--- src/rtl/prio_encoder8_3_hs.sv ---
// Sequential 8-to-3 priority encoder with a valid/ready output handshake.
// Request pulses collect in a pending register and are emitted one index per accepted transfer.
module prio_encoder8_3_hs #(
  parameter int N         = 8,
  parameter bit PRIO_HIGH = 1'b1
) (
  input  logic         clk,
  input  logic         rst_n,
  input  logic [N-1:0] req,
  input  logic         out_ready,
  input  logic         ovr_clr,
  output logic [2:0]   code,
  output logic         out_valid,
  output logic [N-1:0] pend,
  output logic [3:0]   pend_cnt,
  output logic         overrun
);

  localparam logic [0:0] EMPTY = 1'b0;
  localparam logic [0:0] HOLD  = 1'b1;

  logic [0:0]   state_q, state_d;
  logic [2:0]   code_q, code_d;
  logic [N-1:0] pend_q, pend_d;
  logic [3:0]   cnt_q, cnt_d;
  logic         ovr_q, ovr_d;

  logic [2:0]   sel;
  logic         sel_found;
  logic [N-1:0] grant;
  logic         load;

  assign code      = code_q;
  assign out_valid = (state_q == HOLD);
  assign pend      = pend_q;
  assign pend_cnt  = cnt_q;
  assign overrun   = ovr_q;

  assign load = (state_q == EMPTY) | (out_valid & out_ready);

  // Scan so that the last set bit visited is the highest-priority one.
  always_comb begin
    int unsigned j;
    sel       = 3'd0;
    sel_found = 1'b0;
    for (int unsigned i = 0; i < 8; i++) begin
      j = PRIO_HIGH ? i : (7 - i);
      if (pend_q[j[2:0]]) begin
        sel       = j[2:0];
        sel_found = 1'b1;
      end
    end
  end

  assign grant = (load && sel_found) ? (N'(1) << sel) : '0;

  always_comb begin
    state_d = state_q;
    code_d  = code_q;
    pend_d  = pend_q | req;
    if (load) begin
      if (sel_found) begin
        code_d  = sel;
        state_d = HOLD;
        pend_d  = (pend_q & ~grant) | req;
      end else begin
        state_d = EMPTY;
        pend_d  = req;
      end
    end
    // A new set condition takes precedence over a same-cycle clear.
    ovr_d = (|(req & pend_q & ~grant)) | (ovr_q & ~ovr_clr);
    cnt_d = '0;
    for (int unsigned i = 0; i < 8; i++) begin
      cnt_d = cnt_d + 4'(pend_d[i]);
    end
  end

  always_ff @(posedge clk or negedge rst_n) begin
    if (!rst_n) begin
      state_q <= EMPTY;
      code_q  <= '0;
      pend_q  <= '0;
      cnt_q   <= '0;
      ovr_q   <= 1'b0;
    end else begin
      state_q <= state_d;
      code_q  <= code_d;
      pend_q  <= pend_d;
      cnt_q   <= cnt_d;
      ovr_q   <= ovr_d;
    end
  end

endmodule

--- config.mk ---
export PLATFORM = sky130hd
export DESIGN_NAME = prio_encoder8_3_hs
export DESIGN_NICKNAME = d
export VERILOG_FILES = /design/src/rtl/prio_encoder8_3_hs.sv
export SDC_FILE = /design/constraint.sdc
export NUM_CORES = 1
export LEC_CHECK = 0
export BUFFER_PORTS_ARGS = -buffer_cell sky130_fd_sc_hd__buf_4
export CORE_MARGIN = 4
export CORE_UTILIZATION = 26
export CTS_BUF_LIST = sky130_fd_sc_hd__clkbuf_8
export DETAILED_ROUTE_END_ITERATION = 10
export PLACE_DENSITY = 0.5
export SKIP_LAST_GASP = 1
export SYNTH_ARGS = -nofsm -noshare
export SYNTH_HDL_FRONTEND = slang
export SYNTH_SLANG_ARGS = --single-unit
--- constraint.sdc ---
create_clock -name clk -period 3.9 [get_ports clk]
set_input_delay 0.78 -clock clk [delete_from_list [all_inputs] [get_ports clk]]
set_output_delay 0.78 -clock clk [all_outputs]
set_load 0.02 [all_outputs]
* Word level (Yosys, flattened, before mapping) *
Cells that the tools add are included.

operators by class
  add/sub/neg operators = 7
  shift operators = 1
  mux-type cells = 19
  bitwise logic cells = 12
  reductions and logical operators = 3

operators with widths
  operator                                         number
  AND 8 bit                                        3
  2-to-1 mux 8 bit                                 3
  adder 4 x 1 -> 4 bit                             4
  bitwise OR 8 bit                                 2
  2-to-1 mux 3 bit                                 5
  2-to-1 mux 1 bit                                 10
  inverter 8 bit                                   1
  OR reduction 8 bit                               1
  left shift 1 x 3 -> 8 bit, first input constant  1
  adder 3 x 1 -> 4 bit                             1
  adder 2 x 1 -> 3 bit                             1
  adder 1 x 1 -> 2 bit                             1
  AND 1 bit                                        2
  2-to-1 mux 2 bit                                 1
  inverter 1 bit                                   2
  bitwise OR 1 bit                                 2
  AND reduction 2 bit                              1
  logical AND 1 bit                                1

word-level totals
  register bits after elaboration = 17
  bits of input ports = 12
  output and inout bits = 17
  logic and storage cells = 47

* Depth between registers and ports, before layout *
Gate-level depths: netlist of the first run.

  word-level depth = 22
  depth in mapped cells = 13
  gate-level depth less buffers = 13

* Worst setup path before layout of the first run *
OpenSTA, ideal clock, no wires.

  kind = input to register
  start point = in out_ready
  end point = reg cnt_q[2] (netlist: pend_cnt[2])
  library setup time = 123 ps
  arrival = 3512 ps
  required time = 3777 ps
  setup slack = 266 ps
  stages on the path = 13
  buffers on the path = 0
  path through = nand2b_1 nand3_1 o21ai_1 nand2b_1 fa_1 fa_1 inv_1 fa_1 inv_1 ha_1 inv_1 fa_1 xnor2_1

on the way
  cells in the longest elaborated chain, start to end = 16

ends and longest elaborated chain
  element                              line  source
  from (decl)                          10    input logic out_ready,
  AND 1 bit *                          39    assign load = (state_q == EMPTY) | (out_valid & out_ready);
  bitwise OR 1 bit *                   39
  logical AND 1 bit                    55    assign grant = (load && sel_found) ? (N'(1) << sel) : '0;
  2-to-1 mux 8 bit                     55
  inverter 8 bit                       65    pend_d = (pend_q & ~grant) | req;
  AND 8 bit                            65
  bitwise OR 8 bit                     65
  2-to-1 mux 8 bit                     62    if (sel_found) begin
  2-to-1 mux 8 bit *                   61    if (load) begin
  net pend_d[0]                        24    logic [N-1:0] pend_q, pend_d;
  adder 1 x 1 -> 2 bit *               75    cnt_d = cnt_d + 4'(pend_d[i]);
  adder 2 x 1 -> 3 bit *               75
  adder 3 x 1 -> 4 bit *               75
  adder 4 x 1 -> 4 bit * (4 in a row)  75
  net cnt_d[2]                         25    logic [3:0] cnt_q, cnt_d;
  to (signal assigned)                 90    cnt_q <= cnt_d;
  to (decl)                            25

The timed path passes the listed nets; every way through them passes the cells marked *.
A chain may end at the register's enable or synchronous reset.

* Final worst setup path of the first run *
  start point = reg pend_q[5] (netlist: pend[5])
  end point = reg cnt_q[1] (netlist: pend_cnt[1])

on the way
  elaborated cells between the ends (all ways) = 22
  classes of those cells = 7 x add/sub; 1 x shift; 9 x mux; 4 x bitwise; 1 x reduce/logical

RTL lines
  element                                                            line  source
  from (decl)                                                        24
  from (signal assigned)                                             89    pend_q <= pend_d;
  2-to-1 mux 3 bit or 2-to-1 mux 1 bit (tied branches) (3 in a row)  48    if (pend_q[j[2:0]]) begin
  left shift 1 x 3 -> 8 bit or logical AND 1 bit (tied branches)     55
  2-to-1 mux 8 bit                                                   55
  inverter 8 bit                                                     65
  AND 8 bit                                                          65
  bitwise OR 8 bit                                                   65
  2-to-1 mux 8 bit *                                                 62
  2-to-1 mux 8 bit *                                                 61
  net pend_d[3]                                                      24
  adder 3 x 1 -> 4 bit *                                             75
  adder 4 x 1 -> 4 bit * (4 in a row)                                75
  net cnt_d[1]                                                       25

Marked as above.

==> results of run 1 <==
[kinds of logic after synthesis]
group | Yosys count | share of synthesized area (%)
buffers and inverters | 11 | 4.52
adders and majority gates | 7 | 12.9
xor gates and xnor gates | 1 | 0.959
and+or+nand+nor | 23 | 16.3
AOI/OAI and AO/OA | 23 | 18.8
DFF | 17 | 46.6
[per-stage QoR]
step                      cell area, um2  cells  setup WS (ns)  hold slack [ns]
after CTS                           1260    165          0.240            0.386
after detailed placement            1220    161         0.0275            0.491
after floorplan                      913     82          0.266            0.484
after global routing                1260    165         0.0657            0.385
after global placement              1220    161         0.0158            0.483
final                               1260    165          0.252            0.380
[state kept, by name (all words and copies together), names as in the netlist]
signal,cells
overrun,1
pend_cnt,4
pend,8
code,3
out_valid,1
[layout by cell type, fill, tap and decap left out, drive strengths merged, types with 3 or more instances in the layout]
master | synthesis | routed
buf | 0 | 33
dfrtp | 17 | 17
inv | 11 | 11
nand3 | 5 | 5
a21oi | 5 | 5
a21o | 5 | 5
nand2b | 4 | 4
nand2 | 4 | 4
fa | 4 | 4
nor2 | 3 | 3
ha | 3 | 3
clkbuf | 0 | 3
[layer usage]
layer	GRT usage, %	wire, um
met1	13.5	955
met2	16.9	1040
met3	4.83	183
met4	3.04	14
met5	0	0
[final timing paths]
kind | startpoint | end | slack (ns) | depth (start not counted)
worst max-delay path | pend[5]$_DFF_PN0_ | pend_cnt[1]$_DFF_PN0_ | 0.25 | 13
worst min-delay path | rst_n | pend[6]$_DFF_PN0_ | 0.38 | 1
worst max register to register | pend[5]$_DFF_PN0_ | pend_cnt[1]$_DFF_PN0_ | 0.25 | 13
worst min register to register | code[1]$_DFFE_PN0N_ | code[1]$_DFFE_PN0N_ | 0.50 | 1
max in group asynchronous | rst_n | out_valid$_DFFE_PN0N_ | 3.33 | 1
min in group clk | code[1]$_DFFE_PN0N_ | code[1]$_DFFE_PN0N_ | 0.50 | 1
[where the power goes]
group / leakage [nW] / switching (mW) / internal (mW) / total [mW]
sequential: 0.166 / 0.00708 / 0.187 / 0.194
clock: 0.0255 / 0.0627 / 0.0710 / 0.134
combinational: 0.355 / 0.0398 / 0.0354 / 0.0752
[layout make-up]
type                       count  area (um2)
inverter                      11        41.3
tap                           46        57.6
timing repair buffer          33         248
sequential                    17         425
clock inverter                 1        5.00
fill                         369        2100
multi-input combinational     54         447
clock buffer                   3        41.3
[critical path, cell delays in order (launching register included)]
cell	delay, ns
dfrtp_1	0.48
nor4_4	0.31
buf_4	0.18
nand2_1	0.08
a21o_1	0.22
fa_1	0.47
fa_1	0.49
inv_1	0.05
fa_1	0.46
inv_1	0.08
ha_1	0.17
inv_1	0.06
fa_1	0.48
inv_1	0.04
==> results.toml, run 1 <==
[clock_tree]
cts_sinks = 17
root_buffer = "clkbuf_8"
hold_buffers = 0
htreeDepth = 1
post_cts_buffers = 0
tritoncts = "done"
cts_buffers = 3
clkTransAtPathRegs_ns = 0.07
cts_resized = 0
clock_latency_ns = 0.25
clockBufferDepth = 2

[floorplanning]
die_h_um = 67.3
num_rows = 21
ios = 29
die_w_um = 67.3
start_util_pct = 27.2
coreArea_um2 = 3360
die_area_um2 = 4530

[drt]
num_vias = 765
wl_per_cell_um = 13.3
detail-route-antenna-nets = 0
drt_iter0_markers = 24
dr.pass1.iters = 4
drc = 0
vias_per_cell = 4.64
finalWirelength_um = 2190

[sta]
slew_headroom_pct = 72.1
setup_viol = 0
finalHoldViolCount = 0
skew_ns = 0.00251
worst_pin_slew_ns = 0.416
rsz0062_at_grt = "no"
timing.setup.tns_ns = 0
fin_crit_sh_pct = 93.5
period_needed_ns = 3.65
clock.fmax_mhz = 274
slew_violations = 0

[power]
total_power_mw = 0.403
power_density_nw_per_um2 = 318
vdd_drop_max_mv = 0.223
power_leakage_nw = 0.547

[flow_run]
drv_cap = 0

[final_layout]
utilization_pct = 37.6
syn_to_final_growth_pct = 38.5
fin_nets = 139
drive_gt1_share_pct = 37.8
antenna_cells = 0

[logic_synthesis]
synth_most_common_cell = "dfrtp_1"
synthCells = 82
synth_cell_types = 34
synth_ff_type = "dfrtp_1"
synth.cell_area_um2 = 913
synth_area_leaders = "dfrtp_1, fa_1, ha_1"
yosys-top-cells-count = "dfrtp_1, inv_1, nand3_1"
synth_top_cell_by_area = "dfrtp_1"
yosysTopAreaCellShare_pct = 46.6
ys_seq_elements = 17
synth-edff-count = 0
ys_warn_count = 0
ys_seq_area_share_pct = 46.6
avgSynthCellArea_um2 = 11.1
synth_fp_nets = 101
synth-async-reset-ratio_pct = 100

[outcome]
outcome = "finished clean"

[global_routing]
grt_pass1_wl_um = 3620
grt_usage_pct = 10.8
grt_antenna_before_repair = 0
grt_max_degree = 18
grt_pass1_vias = 769
gr-total-overflow = 0

[setup_path]
worstSetupStartpointType = "flip-flop"
crit_fanout = 8
critPathCaptureType = "flip-flop"
crit_type = "reg -> reg"
worstPathRequired_ns = 4.05
arrival_ns = 3.80

[min_path]
hold_path.class = "in -> async"

[placed_design]
routabilityCongestion = 0.837
detailed_place_hpwl_um = 1810
numPortBuffers = 28
Note: power is estimated with default switching activity, not from simulation.
==> run 2: changes to the inputs <==
==> constraint.sdc (replaced) <==
create_clock -name clk -period 3.9 [get_ports clk]
set_input_delay 0.78 -clock clk [delete_from_list [all_inputs] [get_ports clk]]
set_output_delay 0.78 -clock clk [all_outputs]
set_load 0.1 [all_outputs]
==> run 2 against run 1 <==
Clock skew decreased by 0.0012 ns. Sequential power about the same. Via count decreased by 4.4%. Routed wire length decreased by 0.68%. First-iteration DRC count increased by 17%. Combinational power increased by 88%. Total power increased by 16%. Critical endpoint unchanged.
==> results.toml, run 2 (synthesis gave the netlist of run 1 again) <==
[final_layout]
largest_register_ffs = 8
drive_gt1_share_pct = 40.2
fin_nets = 137
antenna_cells = 0
regArea_um2 = 430
layout_common_cells = "buf_4, dfrtp_1, inv_1"
layout_commonest_cell = "buf_4"
syn_to_final_growth_pct = 37.4
multiInputGateArea_um2 = 447
fill_cells = 357
stdcell_area_um2 = 1250

[floorplanning]
die_w_um = 67.3
coreArea_um2 = 3360
num_rows = 21
start_util_pct = 27.2
ios = 29
die_area_um2 = 4530
die_h_um = 67.3

[sta]
rsz0062_at_grt = "no"
fin_crit_sh_pct = 92.3
timing.setup.tns_ns = 0
slew_headroom_pct = 73.9
period_needed_ns = 3.60
whs_ns = 0.380
setup_viol = 0
worst_pin_slew_ns = 0.388
clock.fmax_mhz = 278
skew_ns = 0.00136
slew_violations = 0
finalHoldViolCount = 0
fin_ws_ns = 0.300

[drt]
finalWirelength_um = 2180
wl_per_cell_um = 13.4
drt_iter0_markers = 28
num_vias = 731
dr.pass1.iters = 4
detail-route-antenna-nets = 0
vias_per_cell = 4.48
drc = 0

[setup_path]
arrival_ns = 3.75
worstSetupStartpointType = "input port"
timing.reg2reg.setup_slack_ns = 0.31
r2r-end = "pend_cnt[1]$_DFF_PN0_"
worst_path_max_delay_cell = "fa_1"
crit_type = "in -> reg"
slowest_delay_ns = 0.50
path_buf_inv = 5
startpoint = "out_ready"
reg2regPathDepth = 13
critPathCaptureType = "flip-flop"
crit_end = "pend_cnt[1]$_DFF_PN0_"
crit_family = "adder cells"
crit_fanout = 4
crit_chain = "buf_4, nand2b_1, nand3_1, o21ai_1, nand2b_1, fa_1, fa_1, inv_1, fa_1, inv_1, ha_1, inv_1, fa_1, inv_1"
worstPathRequired_ns = 4.05
crit_cells = 14
r2r_start = "pend[5]$_DFF_PN0_"

[placed_design]
detailed_place_hpwl_um = 1790
place_ws_ns = 0.00569
placed_area_um2 = 1210
routabilityCongestion = 0.783
numPortBuffers = 28

[flow_run]
drv_cap = 0

[outcome]
outcome = "finished clean"

[global_routing]
grt_usage_pct = 10.6
grt_pass1_vias = 742
grt_antenna_before_repair = 0
grt_max_degree = 18
gr-total-overflow = 0
grt_pass1_wl_um = 3530

[clock_tree]
clockBufferDepth = 2
htreeDepth = 1
cts_sinks = 17
post_cts_buffers = 0
cts_resized = 0
clock_latency_ns = 0.25
cts_buffers = 3
tritoncts = "done"
clkTransAtPathRegs_ns = 0.07
hold_buffers = 0
root_buffer = "clkbuf_8"

[power]
power_leakage_nw = 0.536
vdd_drop_max_mv = 0.276
power_density_nw_per_um2 = 372

[min_path]
hold_path.class = "in -> async"
-- run 2: metal layers --
metal / vias up / routed length [um] / part of all wire (%) / global-route usage (%)
met5: - / 0 / 0 / 0
met3: 4 / 158 / 7.3 / 4.16
met4: 0 / 18 / 0.83 / 3.04
li1: 359 / - / - / -
met2: 19 / 1020 / 47 / 16.0
met1: 349 / 981 / 45 / 14.0
-- run 2: layout make-up --
cell class,count,area share [%]
Tap cell,46,4.59
Multi-Input combinational cell,54,35.6
Timing Repair Buffer,31,18.5
Inverter,11,3.29
Clock inverter,1,0.399
Clock buffer,3,3.29
Sequential cell,17,34.3
-- run 2: how the worst min path moves through the flow --
stage                              startpoint               endpoint  slack, ns  cells past startpoint
after floorplan                         rst_n    code[0]$_DFFE_PN0N_       0.48                      0
after global placement    code[1]$_DFFE_PN0N_    code[1]$_DFFE_PN0N_       0.49                      1
after detailed placement  code[2]$_DFFE_PN0N_    code[2]$_DFFE_PN0N_       0.48                      1
after CTS                               rst_n  pend_cnt[1]$_DFF_PN0_       0.38                      1
after global routing                    rst_n  pend_cnt[1]$_DFF_PN0_       0.38                      1
final                                   rst_n  out_valid$_DFFE_PN0N_       0.38                      1
-- run 2: stage by stage --
| stage | cells | power, mW | utilization, % |
|---|---|---|---|
| CTS | 163 | 0.476 | 37.3 |
| floorplan | 82 | 0.300 | - |
| global placement | 159 | 0.340 | 35.9 |
| global route | 163 | 0.495 | 37.3 |
| finish | 163 | 0.467 | 37.3 |
| detailed placement | 159 | 0.340 | 35.9 |
-- run 2: power by group --
part	leakage [nW]	internal, mW	switching (mW)	total [mW]
logic	0.346	0.0350	0.106	0.141
registers	0.164	0.187	0.00727	0.194
clock network	0.0255	0.0709	0.0602	0.131
total	0.536	0.293	0.174	0.467
